## src/rtl/if_id_queue_if.sv

```systemverilog
// if_id_queue_if: fetch-side and decode-side signals of the IF/ID instruction queue
interface if_id_queue_if #(
    parameter int DEPTH = 4
);
    logic [31:0]                  if_PC;
    logic [31:0]                  if_NPC;
    logic [31:0]                  if_IR;
    logic                         if_valid;
    logic                         flush;
    logic                         id_stall;
    logic                         if_stall;
    logic [31:0]                  id_PC;
    logic [31:0]                  id_NPC;
    logic [31:0]                  id_IR;
    logic                         id_valid;
    logic [$clog2(DEPTH+1)-1:0]   count;

    // Pipeline side: drives fetch data and the decode stall, observes the queue head
    modport master (
        output if_PC, if_NPC, if_IR, if_valid, flush, id_stall,
        input  if_stall, id_PC, id_NPC, id_IR, id_valid, count
    );

    // Queue side
    modport slave (
        input  if_PC, if_NPC, if_IR, if_valid, flush, id_stall,
        output if_stall, id_PC, id_NPC, id_IR, id_valid, count
    );
endinterface

```

## src/rtl/if_id_queue.sv

```systemverilog
// if_id_queue: circular FIFO of {PC, NPC, IR} between fetch and decode; IFQ_BYPASS_EN enables empty-queue bypass
module if_id_queue #(
    parameter int          DEPTH    = 4,
    parameter logic [31:0] NOP_INST = 32'h47FF041F
) (
    input logic           clk,
    input logic           rst,
    if_id_queue_if.slave  q
);
    localparam int AW = $clog2(DEPTH);
    localparam int CW = $clog2(DEPTH + 1);

    logic [95:0]   mem_q [DEPTH];
    logic [AW-1:0] rd_ptr_q, rd_ptr_d, wr_ptr_q, wr_ptr_d;
    logic [CW-1:0] count_q, count_d;
    logic          full, push, pop, byp, valid;
    logic [95:0]   in_w, head;

    // Handshake decode, next-state pointers/count and head presentation
    always_comb begin
        in_w  = {q.if_PC, q.if_NPC, q.if_IR};
        full  = count_q == CW'(DEPTH);
`ifdef IFQ_BYPASS_EN
        byp   = (count_q == '0) & q.if_valid & ~q.flush;
`else
        byp   = 1'b0;
`endif
        // A bypassed instruction accepted by decode is consumed without being stored
        push  = q.if_valid & ~full & ~q.flush & ~(byp & ~q.id_stall);
        pop   = (count_q != '0) & ~q.id_stall & ~q.flush;
        head  = byp ? in_w : mem_q[rd_ptr_q];
        valid = (count_q != '0) | byp;
        rd_ptr_d = q.flush ? '0 : rd_ptr_q + AW'(pop);
        wr_ptr_d = q.flush ? '0 : wr_ptr_q + AW'(push);
        count_d  = q.flush ? '0 : count_q + CW'(push) - CW'(pop);
        q.if_stall = full;
        q.id_valid = valid;
        q.id_PC    = head[95:64];
        q.id_NPC   = head[63:32];
        q.id_IR    = valid ? head[31:0] : NOP_INST;
        q.count    = count_q;
    end

    // Pointer and occupancy registers
    always_ff @(posedge clk) begin
        if (rst) begin
            rd_ptr_q <= '0;
            wr_ptr_q <= '0;
            count_q  <= '0;
        end else begin
            rd_ptr_q <= rd_ptr_d;
            wr_ptr_q <= wr_ptr_d;
            count_q  <= count_d;
        end
    end

    // Entry storage; contents are don't-care until written so no reset
    always_ff @(posedge clk) begin
        if (push) mem_q[wr_ptr_q] <= in_w;
    end
endmodule

```

## src/flat_wrapper.sv

```systemverilog
// flat-port wrapper written by rule: the top's interface ports become plain ports
module if_id_queue_flat 
#(
    parameter int          DEPTH    = 4,
    parameter logic [31:0] NOP_INST = 32'h47FF041F
)
  (clk, rst, q_if_PC, q_if_NPC, q_if_IR, q_if_valid, q_flush, q_id_stall, q_if_stall, q_id_PC, q_id_NPC, q_id_IR, q_id_valid, q_count);
  if_id_queue_if #(.DEPTH(DEPTH)) q_i ();
  input logic clk;
  input logic rst;
  input wire logic [$bits(q_i.if_PC)-1:0] q_if_PC;
  input wire logic [$bits(q_i.if_NPC)-1:0] q_if_NPC;
  input wire logic [$bits(q_i.if_IR)-1:0] q_if_IR;
  input wire logic [$bits(q_i.if_valid)-1:0] q_if_valid;
  input wire logic [$bits(q_i.flush)-1:0] q_flush;
  input wire logic [$bits(q_i.id_stall)-1:0] q_id_stall;
  output wire logic [$bits(q_i.if_stall)-1:0] q_if_stall;
  output wire logic [$bits(q_i.id_PC)-1:0] q_id_PC;
  output wire logic [$bits(q_i.id_NPC)-1:0] q_id_NPC;
  output wire logic [$bits(q_i.id_IR)-1:0] q_id_IR;
  output wire logic [$bits(q_i.id_valid)-1:0] q_id_valid;
  output wire logic [$bits(q_i.count)-1:0] q_count;
  assign q_i.if_PC = q_if_PC;
  assign q_i.if_NPC = q_if_NPC;
  assign q_i.if_IR = q_if_IR;
  assign q_i.if_valid = q_if_valid;
  assign q_i.flush = q_flush;
  assign q_i.id_stall = q_id_stall;
  assign q_if_stall = q_i.if_stall;
  assign q_id_PC = q_i.id_PC;
  assign q_id_NPC = q_i.id_NPC;
  assign q_id_IR = q_i.id_IR;
  assign q_id_valid = q_i.id_valid;
  assign q_count = q_i.count;
  if_id_queue #(.DEPTH(DEPTH), .NOP_INST(NOP_INST)) u_core (.clk(clk), .rst(rst), .q(q_i));
endmodule
```

## config.mk

```make
export PLATFORM = sky130hd
export DESIGN_NAME = if_id_queue_flat
export DESIGN_NICKNAME = d
export VERILOG_FILES = /design/src/rtl/if_id_queue_if.sv /design/src/rtl/if_id_queue.sv /design/src/flat_wrapper.sv
export SDC_FILE = /design/constraint.sdc
export NUM_CORES = 1
export LEC_CHECK = 0
export CAP_MARGIN = 10
export CORE_UTILIZATION = 60
export CTS_BUF_LIST = sky130_fd_sc_hd__clkbuf_8
export DETAILED_ROUTE_END_ITERATION = 16
export PLACE_DENSITY = 0.91
export SETUP_SLACK_MARGIN = 0.05
export SYNTH_ARGS = -nofsm -noshare
export SYNTH_HDL_FRONTEND = slang
export SYNTH_SLANG_ARGS = --single-unit
```

## constraint.sdc

```tcl
create_clock -name clk -period 36.8 [get_ports clk]
set_input_delay 7.36 -clock clk [delete_from_list [all_inputs] [get_ports clk]]
set_output_delay 7.36 -clock clk [all_outputs]
set_load 0.03 [all_outputs]
```

Word-level counts from Yosys, hierarchy flattened --
Memory sizes are Yosys's and may differ from the RTL's. A register that Yosys moved wholly into a read port is not among the register bits. Cells that the tools add are included.
Word-level totals: bits in registers 7, memory bits (writable) 384, bits of input ports 101, output and inout bits 101, word-level logic and storage cells 22, memories 1
Memories:
- u_core.mem_q | words 4, width 96, rd ports 1, clocked after memory_dff 1, write ports 1, line if_id_queue.sv:13 | logic [95:0] mem_q [DEPTH];
Operators by class: $add $sub $neg 4, eq/ne operators 1, mux-type cells 4, bitwise operators 7, reductions and logical operators 2
Operators by type and width (count):
- $mux W32 | 1
- $add A2 B1 Y2 | 2
- $and A1 B1 Y1 | 4
- $add A3 B1 Y3 | 1
- $eq A3 B3 Y1 const B | 1
- $not A1 Y1 | 3
- $reduce_bool A3 Y1 | 1
- $sub A3 B1 Y3 | 1
- $mux W1 | 2
- $mux W2 | 1
- $reduce_or A2 Y1 | 1

Depth between registers and ports, before layout --
Gate-level depths: netlist of the first run.
depth in word-level cells 6, mapped depth 10, gate-level depth less buffers 8

Worst setup path before layout of the first run --
No wires, ideal clock.
path type input to register, from input port q_flush, to memory u_core.mem_q[1][0] (enable), arrival 17.390 ns, required time 35.980 ns, slack 18.591 ns, stages 2, buffers on the path 0, path through nand2b_1 nor4b_1
On the way: cells in the longest elaborated chain, start to end 4
RTL lines:
- from (decl) | line flat_wrapper.sv:15 | input wire logic [$bits(q_i.flush)-1:0] q_flush;
- $not A1 Y1 | line if_id_queue.sv:29 | push = q.if_valid & ~full & ~q.flush & ~(byp & ~q.id_stall);
- $and A1 B1 Y1 | line if_id_queue.sv:29
- $mux W1 | line if_id_queue.sv:59 | if (push) mem_q[wr_ptr_q] <= in_w;
- $mux W1 (implied by the code) | line if_id_queue.sv:59
- to (decl) | line if_id_queue.sv:13
Every way passes these cells.

==> results by group, run 1 <==
Placed design
  – Final HPWL DP: 16,600 um
  – Placed cells: 1,082
  – GP Congestion: 0.755
  – Input/output buffers: 201

Clocking
  – Latest clock arrival within the worst-skew pair: 590 ps
  – Clk slew on worst S/H paths: 60 ps
  – Setup repair bufs after CTS: 0
  – TritonCTS Buffers: 57
  – CTS sink count: 391
  – Clock tree buffer depth: 3
  – Root buffer cell: clkbuf_8
  – CTS tree: built
  – # resized after CTS: 0
  – Cts hold-fix bufs: 0
  – CTS H-tree depth: 2

Yosys
  – Post-synth EDFFs: 384
  – Synth top cells by count: edfxtp_1, mux4_2, and2_1
  – Seq cells post-synth: 391
  – Dominant cell type by area after synthesis: edfxtp_1
  – Sequential area share after synthesis: 80.6%
  – Cell area after synthesis: 0.0145 sq mm
  – Yosys top cell area share: 79.6%
  – Syn avg cell area: 25.2 sq um
  – Synth warn: 0
  – Synth area leaders: edfxtp_1, mux4_2, mux4_1
  – Primary FF master, synth: edfxtp_1
  – Synth cell types: 23
  – Most frequent cell after synthesis: edfxtp_1
  – Synth async-reset ratio: 0%
  – Mapped Cells: 574
  – Synth Net Count: 680

Power
  – Pwr dens: 48.6 mW/mm^2
  – Lkg Pwr: 5.68 nW
  – Total power: 871 uW
  – Max VDD drop: 0.0000483 V

Routing
  – DRT Wirelength: 27,300 um
  – Antenna-violating nets left: 0
  – Initial DRC Count: 389
  – DRC viols: 0
  – Routed len/inst: 23.1 um
  – Via count: 6,790
  – Via-to-Cell Ratio: 5.73
  – Drt pass-1 iters: 5

STA
  – Max_slew headroom: 20.5%
  – Least-Margin Pin Slew: 1190 ps
  – Finish-stage setup viols: 0
  – Max-slew violation count: 0
  – Setup TNS: 0 ps
  – Period minus WS final: 11,340 ps
  – Post-Route Skew: 18.5 ps
  – Final hold vios: 0
  – Unrepaired setup endpoints after global routing: no
  – Fmax: 88.2 MHz
  – Final period util: 30.8%

Die
  – Die area: 0.0248 sq mm
  – Row Count: 56
  – Core area: 0.0235 sq mm
  – Initial core utilization: 61.5%
  – Io pins: 202
  – Chip width: 157 um
  – Die height: 157 um

Worst setup path
  – WS Path Type: reg2out
  – Worst path max stage delay: 990 ps
  – Worst r2r src: u_core.q.count[2]
  – Cells along the critical path: buf_4 > mux4_2 > or2_2 > clkdlybuf4s50_1
  – Worst Setup SP: u_core.rd_ptr_q[0]
  – Slowest CP cell: dfxtp_4
  – CP required: 29,440 ps
  – Worst setup EP type: output pin
  – Crit path DAT: 3980 ps
  – CP Max Fanout: 50
  – Startpoint class of the critical path: flop

Global route
  – Largest net degree at the start of global routing: 83
  – First-pass GRT wire length: 40,500 um
  – Antenna violations before repair: 0
  – Vias in the first global route: 7,300
  – GRT Overall Usage: 22.7%
  – Overflow left after global routing: 0

Finish
  – Finished Layout Cells: 1,184
  – Seq. cell area: 0.0117 sq mm
  – Multi-input logic area: 0.00264 sq mm
  – Final nets: 929
  – Fill cell total of the finished layout: 1,232
  – Area Overhead vs Synth: 23.8%
  – Share of cells above drive strength 1: 21.7%
  – Inserted Diodes: 0

Run status
  – Status: completed

Min path
  – Hold Crit Class: reg2reg
  – Hold_sp: u_core.q.count[2]

Run
  – Max Cap Viol: 0
[critical path: cells and delay by family (launching register included)]
| family | cells | cell delay (ps) |
|---|---|---|
| and+or+nand+nor | 1 | 280 |
| buffers and inverters | 2 | 1460 |
| muxes | 1 | 590 |
| DFF | 1 | 990 |
[routing by layer]
| layer | vias up | GRT usage, % | share of wire (%) |
|---|---|---|---|
| met5 | - | 0 | 0 |
| met4 | 0 | 8.37 | 2.4 |
| met3 | 50 | 5.37 | 6.8 |
| met2 | 279 | 40.3 | 54 |
| met1 | 3515 | 27.1 | 37 |
| li1 | 2946 | - | - |
[per-stage QoR]
stage | cell area, sq um | util [%] | worst slack, ps | hold WS (ps)
final | 17900 | 76.1 | 25460 | 627
after detailed placement | 16800 | 71.6 | 25950 | 619
after global routing | 17900 | 76.1 | 25140 | 667
after CTS | 17900 | 76.1 | 25320 | 628
after floorplan | 14500 | - | 18590 | 547
after global placement | 16800 | 71.6 | 25980 | 618
[flip-flops by register name, indices dropped and copies added, names as in the netlist]
register and cells:
u_core.wr_ptr_q 2, u_core.mem_q 384, u_core.rd_ptr_q 2, u_core.q.count 3
[logic make-up after synthesis]
| kind of cell | count (synthesis) | share of synthesized area, % |
|---|---|---|
| mux | 96 | 15.1 |
| fa+ha+maj | 5 | 0.484 |
| simple gates | 49 | 2.11 |
| buf+inv | 30 | 1.47 |
| flops | 391 | 80.6 |
| xor+xnor | 3 | 0.285 |
[final cells by class]
type	instances	area share, %
Multi-Input combinational cell	153	14.7
Sequential cell	391	65.1
Clock buffer	64	4.91
Tap cell	319	2.23
Clock inverter	37	1.01
Inverter	5	0.105
Timing Repair Buffer	215	11.9
[cells in the final DEF, fill, tap and decap left out, types with 2 or more instances in the layout]
cell	n
and2_1	18
buf_4	13
clkbuf_8	64
clkdlybuf4s50_1	201
clkinv_1	11
clkinv_2	9
dfxtp_1	5
dfxtp_4	2
edfxtp_1	384
ha_1	4
inv_1	20
mux4_1	6
mux4_2	90
nor2_1	2
nor3_1	4
nor4b_2	2
or2_1	16
or2_2	2
xnor2_1	2
[report_power, final]
| group | internal [mW] | total (mW) | switching [mW] | leakage, nW |
|---|---|---|---|---|
| sequential | 0.497 | 0.499 | 0.00231 | 3.55 |
| combinational | 0.0266 | 0.0554 | 0.0288 | 1.52 |
| clock | 0.165 | 0.316 | 0.151 | 0.607 |
| total | 0.689 | 0.871 | 0.182 | 5.68 |
[final timing paths]
path / to / depth (start not counted) / slack (ps)
worst max-delay path: q_id_IR[1] / 4 / 25460
worst max register to register: u_core.q.count[2] / 6 / 34030
worst min-delay path: u_core.q.count[2] / 2 / 630
worst min register to register: u_core.q.count[2] / 2 / 630
(Power assumes the default switching activity.)
==> run 2, diff against run 1 <==
CORE_UTILIZATION = 56   (was 60)
PLACE_DENSITY = 0.86   (was 0.91)
clock period = 11.7 ns   (was 36.8 ns; I/O delays follow)
==> run 2 against run 1 <==
Against the previous run:
- count of clock-buffer cells in the layout fell by 4
- non-clock buffer count fell by 3
- final cell count rose by 1.2%
- wire length fell by 2.5%
- register-to-register slack got worse by 25000 ps
- sequential share of layout area rose by 0.26 points
- combinational power rose to 3.1 times the previous value
- first-iteration DRC count rose by 18%
- flip-flop and latch count did not move
- sequential power rose to 3.1 times the previous value
- worst setup slack got worse by 20000 ps
- critical endpoint is now q_id_IR[26]
==> results by group, run 2 (synthesis gave the netlist of run 1 again) <==
Run status
  – Status: completed

Die
  – Row Count: 58 (+3.6%)
  – Chip width: 163 um (+3.5%)
  – Initial core utilization: 57.4% (-4.2 points)
  – Die area: 0.0265 sq mm (+7.1%)
  – Core area: 0.0253 sq mm (+7.3%)
  – Die height: 163 um (+3.5%)
  – Io pins: 202 (unchanged)

Power
  – Max VDD drop: 0.000120 V (+150%)
  – Pwr dens: 150 mW/mm^2 (+210%)
  – Lkg Pwr: 5.66 nW (-0.23%)

STA
  – Max_slew headroom: 25.1% (+4.5 points)
  – Final hold vios: 0 (unchanged)
  – Final period util: 54.0%
  – Least-Margin Pin Slew: 1120 ps (-68.1 ps)
  – Hold Slack: 663 ps (+36.5 ps)
  – Post-Route Skew: 13.5 ps (-5.07 ps)
  – Period minus WS final: 6320 ps
  – Unrepaired setup endpoints after global routing: no
  – Max-slew violation count: 0 (unchanged)
  – Finish-stage setup viols: 0 (unchanged)
  – Fmax: 158 MHz

Finish
  – Area Overhead vs Synth: 23.3%
  – Largest register FFs: 384 (unchanged)
  – Core Util, Final: 70.7% (-5.4 points)
  – Final nets: 926 (-0.32%)
  – Commonest non-fill, non-tap cell in the layout: edfxtp_1
  – Most flop-heavy register: u_core.mem_q
  – Share of cells above drive strength 1: 20.2% (-1.5 points)
  – Most frequent cells in the layout: edfxtp_1, clkdlybuf4s50_1, mux4_2
  – Cell area after layout: 0.0179 sq mm (-0.39%)

Worst setup path
  – Startpoint class of the critical path: flop
  – CP required: 9360 ps (-20,080 ps)
  – CP Max Fanout: 49 (-2.0%)
  – Crit path DAT: 3980 ps (about the same)
  – Worst setup EP type: output pin
  – WS Path Type: reg2out

Clocking
  – Cts hold-fix bufs: 0 (unchanged)
  – Setup repair bufs after CTS: 0 (unchanged)
  – Latest clock arrival within the worst-skew pair: 560 ps (-30 ps)
  – CTS H-tree depth: 2 (unchanged)
  – CTS sink count: 391 (unchanged)
  – # resized after CTS: 0 (unchanged)
  – Clk slew on worst S/H paths: 60 ps (about the same)
  – Root buffer cell: clkbuf_8
  – TritonCTS Buffers: 57 (unchanged)
  – CTS tree: built
  – Clock tree buffer depth: 3 (unchanged)

Global route
  – Overflow left after global routing: 0 (unchanged)
  – Largest net degree at the start of global routing: 78 (-6.0%)
  – Vias in the first global route: 7,362 (+0.85%)
  – Antenna violations before repair: 2 (+2)
  – First-pass GRT wire length: 40,700 um (+0.49%)
  – GRT Overall Usage: 20.8% (-2.0 points)

Routing
  – Via-to-Cell Ratio: 5.61 (-2.2%)
  – DRT Wirelength: 26,700 um (-2.5%)
  – Routed len/inst: 22.3 um (-3.6%)
  – Via count: 6,719 (-1.0%)
  – DRC viols: 0 (unchanged)
  – Initial DRC Count: 460 (+18%)
  – Drt pass-1 iters: 5 (unchanged)
  – Antenna-violating nets left: 0 (unchanged)

Placed design
  – Placed inst area: 0.0168 sq mm (about the same)
  – GP Congestion: 0.758 (+0.34%)
  – Final HPWL DP: 16,000 um (-3.9%)
  – Input/output buffers: 201 (unchanged)

Run
  – Max Cap Viol: 0 (unchanged)

Min path
  – Hold Crit Class: reg2reg
run 2: changes by cell type in the layout (fill, tap and decap cells not counted), sizes merged:
cell      before  now
clkinvlp       1    2
inv           20   33
clkinv        20   16
clkbuf        64   60
diode          0    1
bufinv         1    0
buf           14   11
run 2: path summary, 6_finish.rpt:
kind | from | end | slack (ps) | cells after the start
max reg2reg | u_core.q.count[2] | u_core.q.count[2] | 8780 | 6
min | u_core.wr_ptr_q[1] | u_core.wr_ptr_q[1] | 660 | 2
min reg2reg | u_core.wr_ptr_q[1] | u_core.wr_ptr_q[1] | 660 | 2
max | u_core.rd_ptr_q[0] | q_id_IR[26] | 5380 | 4
run 2: final cells by class:
type | instances | area (sq um)
sequential | 391 | 11700
inverter | 5 | 18.8
multi-input combinational | 153 | 2640
clock buffer | 60 | 826
antenna | 1 | 2.50
clock inverter | 46 | 184
timing repair buffer | 212 | 2090
tap | 330 | 413
fill | 1517 | 7400
run 2: routing by layer:
metal | GRT usage, % | vias to the layer above | wire [um]
met2 | 34.9 | 249 | 13800
met1 | 26.0 | 3486 | 10500
li1 | - | 2944 | -
met3 | 5.78 | 40 | 1930
met4 | 7.35 | 0 | 481
met5 | 0 | - | 0
run 2: stage by stage:
step           setup TNS, ps  std cells  setup WS (ps)  power, mW
3_3_place_gp               0       1091           5880       1.77
3_5_place_dp               0       1091           5840       1.77
5_1_grt                    0       1197           5050       2.78
2_1_floorplan        -426690        574          -1490       1.68
4_1_cts                    0       1197           5220       2.72
6_report                   0       1198           5380       2.68
run 2: critical path, stage by stage, from the launching register on:
cell	delay [ps]
dfxtp_4	980
buf_4	890
mux4_2	600
or2_1	230
clkdlybuf4s50_1	610
run 2: where the power goes:
| part | internal [mW] | switching [mW] | total [mW] |
|---|---|---|---|
| Combinational | 0.0834 | 0.0903 | 0.174 |
| Clock | 0.472 | 0.468 | 0.940 |
| Sequential | 1.56 | 0.00703 | 1.57 |
| Total | 2.12 | 0.566 | 2.68 |
==> run 3, diff against run 2 <==
CORE_UTILIZATION = 51   (was 56)
PLACE_DENSITY = 0.83   (was 0.86)
clock period = 5.4 ns   (was 11.7 ns; I/O delays follow)
==> run 3 against run 2 <==
Against the previous run:
- via count down 0.76%
- wire length is 1.7% lower
- utilization is 5.4 points lower
- flip-flop and latch count did not move
- first-iteration DRC count is 25% lower
- combinational power grew 120%
- critical path type unchanged
- critical endpoint is now q_id_IR[17]
==> results by group, run 3 (synthesis gave the netlist of run 1 again) <==
Placed design
  – Input/output buffers: 201 (unchanged)
  – Final HPWL DP: 15,700 um (-1.6%)
  – GP Congestion: 0.715 (-5.6%)
  – Placed cells: 1,144 (+4.9%)
  – Placed inst area: 0.0170 sq mm (+1.1%)

Clocking
  – Setup repair bufs after CTS: 0 (unchanged)
  – TritonCTS Buffers: 59 (+3.5%)
  – CTS H-tree depth: 2 (unchanged)
  – CTS sink count: 391 (unchanged)
  – Cts hold-fix bufs: 0 (unchanged)
  – Latest clock arrival within the worst-skew pair: 570 ps (about the same)
  – Clock tree buffer depth: 3 (unchanged)
  – CTS tree: built
  – Clk slew on worst S/H paths: 60 ps (about the same)
  – Root buffer cell: clkbuf_8
  – # resized after CTS: 0 (unchanged)

Power
  – Max VDD drop: 0.000328 V (+170%)
  – Pwr dens: 334 mW/mm^2 (+120%)
  – Lkg Pwr: 5.74 nW (+1.3%)
  – Total power: 6.07 mW (+130%)

Global route
  – GRT Overall Usage: 18.5% (-2.2 points)
  – Overflow left after global routing: 0 (unchanged)
  – Antenna violations before repair: 1 (-1)
  – Largest net degree at the start of global routing: 90 (+15%)
  – Vias in the first global route: 7,069 (-4.0%)
  – First-pass GRT wire length: 40,000 um (-1.7%)

Routing
  – Initial DRC Count: 345 (-25%)
  – Via-to-Cell Ratio: 5.30 (-5.4%)
  – Antenna-violating nets left: 0 (unchanged)
  – Via count: 6,668 (-0.76%)
  – Routed len/inst: 20.8 um (-6.3%)
  – DRT Wirelength: 26,200 um (-1.7%)
  – Drt pass-1 iters: 4 (-1)
  – DRC viols: 0 (unchanged)

STA
  – Max_slew headroom: 32.7% (+7.6 points)
  – Final hold vios: 0 (unchanged)
  – Unrepaired setup endpoints after global routing: no
  – Final period util: 77.1%
  – Period minus WS final: 4160 ps
  – Post-Route Skew: 21.0 ps (+7.53 ps)
  – Fmax: 240 MHz
  – Least-Margin Pin Slew: 1010 ps (-114 ps)
  – Setup TNS: 0 ps (unchanged)
  – Finish-stage setup viols: 0 (unchanged)
  – Max-slew violation count: 0 (unchanged)

Die
  – Row Count: 61 (+5.2%)
  – Die area: 0.0291 sq mm (+9.7%)
  – Io pins: 202 (unchanged)
  – Die height: 171 um (+4.7%)
  – Core area: 0.0279 sq mm (+10%)
  – Chip width: 171 um (+4.7%)
  – Initial core utilization: 52.0% (-5.4 points)

Worst setup path
  – Worst Reg-to-Reg Cells: 9 (+3)
  – CP Max Fanout: 25 (-49%)
  – Worst r2r src: u_core.q.count[1]
  – Crit Reg-Reg Endpoint: u_core.q.count[2]
  – Worst Setup SP: u_core.rd_ptr_q[0]
  – Worst setup EP type: output pin
  – Crit path DAT: 3080 ps (-900 ps)
  – Startpoint class of the critical path: flop
  – CP endpoint: q_id_IR[17]
  – R2r setup slk: 2890 ps (-5890 ps)
  – WS Path Type: reg2out
  – CP required: 4320 ps (-5040 ps)

Finish
  – Area Overhead vs Synth: 25.5%
  – Commonest non-fill, non-tap cell in the layout: edfxtp_1
  – Core Util, Final: 65.3% (-5.4 points)
  – Most frequent cells in the layout: edfxtp_1, clkdlybuf4s50_1, mux4_2
  – Share of cells above drive strength 1: 21.9% (+1.7 points)
  – Finished Layout Cells: 1,257 (+4.9%)
  – Largest register FFs: 384 (unchanged)
  – Final nets: 933 (+0.76%)
  – Cell area after layout: 0.0182 sq mm (+1.8%)
  – Most flop-heavy register: u_core.mem_q

Run status
  – Status: completed

Min path
  – Hold Crit Class: reg2reg
  – Hold Crit Depth: 2 (unchanged)

Run
  – Max Cap Viol: 0 (unchanged)
run 3: cell count changes in the layout (fill, tap and decap cells not counted), sizes merged:
cell,change
clkinvlp,+1
buf,+5
bufinv,+4
clkinv,+13
inv,-12
run 3: how the worst min path moves through the flow:
stage	start	endpoint
final	u_core.wr_ptr_q[1]	u_core.wr_ptr_q[1]
after global routing	u_core.wr_ptr_q[1]	u_core.wr_ptr_q[1]
after CTS	u_core.wr_ptr_q[1]	u_core.wr_ptr_q[1]
after detailed placement	u_core.q.count[2]	u_core.q.count[2]
after global placement	u_core.q.count[2]	u_core.q.count[2]
after floorplan	u_core.wr_ptr_q[1]	u_core.wr_ptr_q[1]
run 3: power breakdown:
| group | switching [mW] | internal, mW |
|---|---|---|
| registers | 0.0132 | 3.38 |
| clock network | 1.06 | 1.23 |
| logic | 0.196 | 0.184 |
| total | 1.27 | 4.80 |
run 3: area by class of cell:
type	instances	area (sq um)
clock inverters	52	327
clock buffers	60	826
flip-flops and latches	391	11700
inverters	5	18.8
multi-input cells	153	2670
fillers	1767	9670
diodes	1	2.50
well taps	378	473
repair buffers	217	2190
run 3: worst max-delay path, cell delays in order (launching register included):
cell             delay (ps)
dfxtp_4                 680
buf_4                   400
mux4_2                  540
or2_1                   240
clkdlybuf4s50_1         620
run 3: per-stage QoR:
stage | hold slack (ps) | worst slack [ps]
5_1_grt | 659 | 1010
4_1_cts | 646 | 1140
3_5_place_dp | 635 | 1800
6_report | 641 | 1240
3_3_place_gp | 600 | 1820
2_1_floorplan | 555 | -5680
run 3: metal layers:
layer	share of wire [%]	wire length [um]	track usage, %
met5	0	0	0
met4	1.8	459	5.17
met3	7.5	1970	5.76
met2	50	13200	30.4
met1	40	10600	24.1
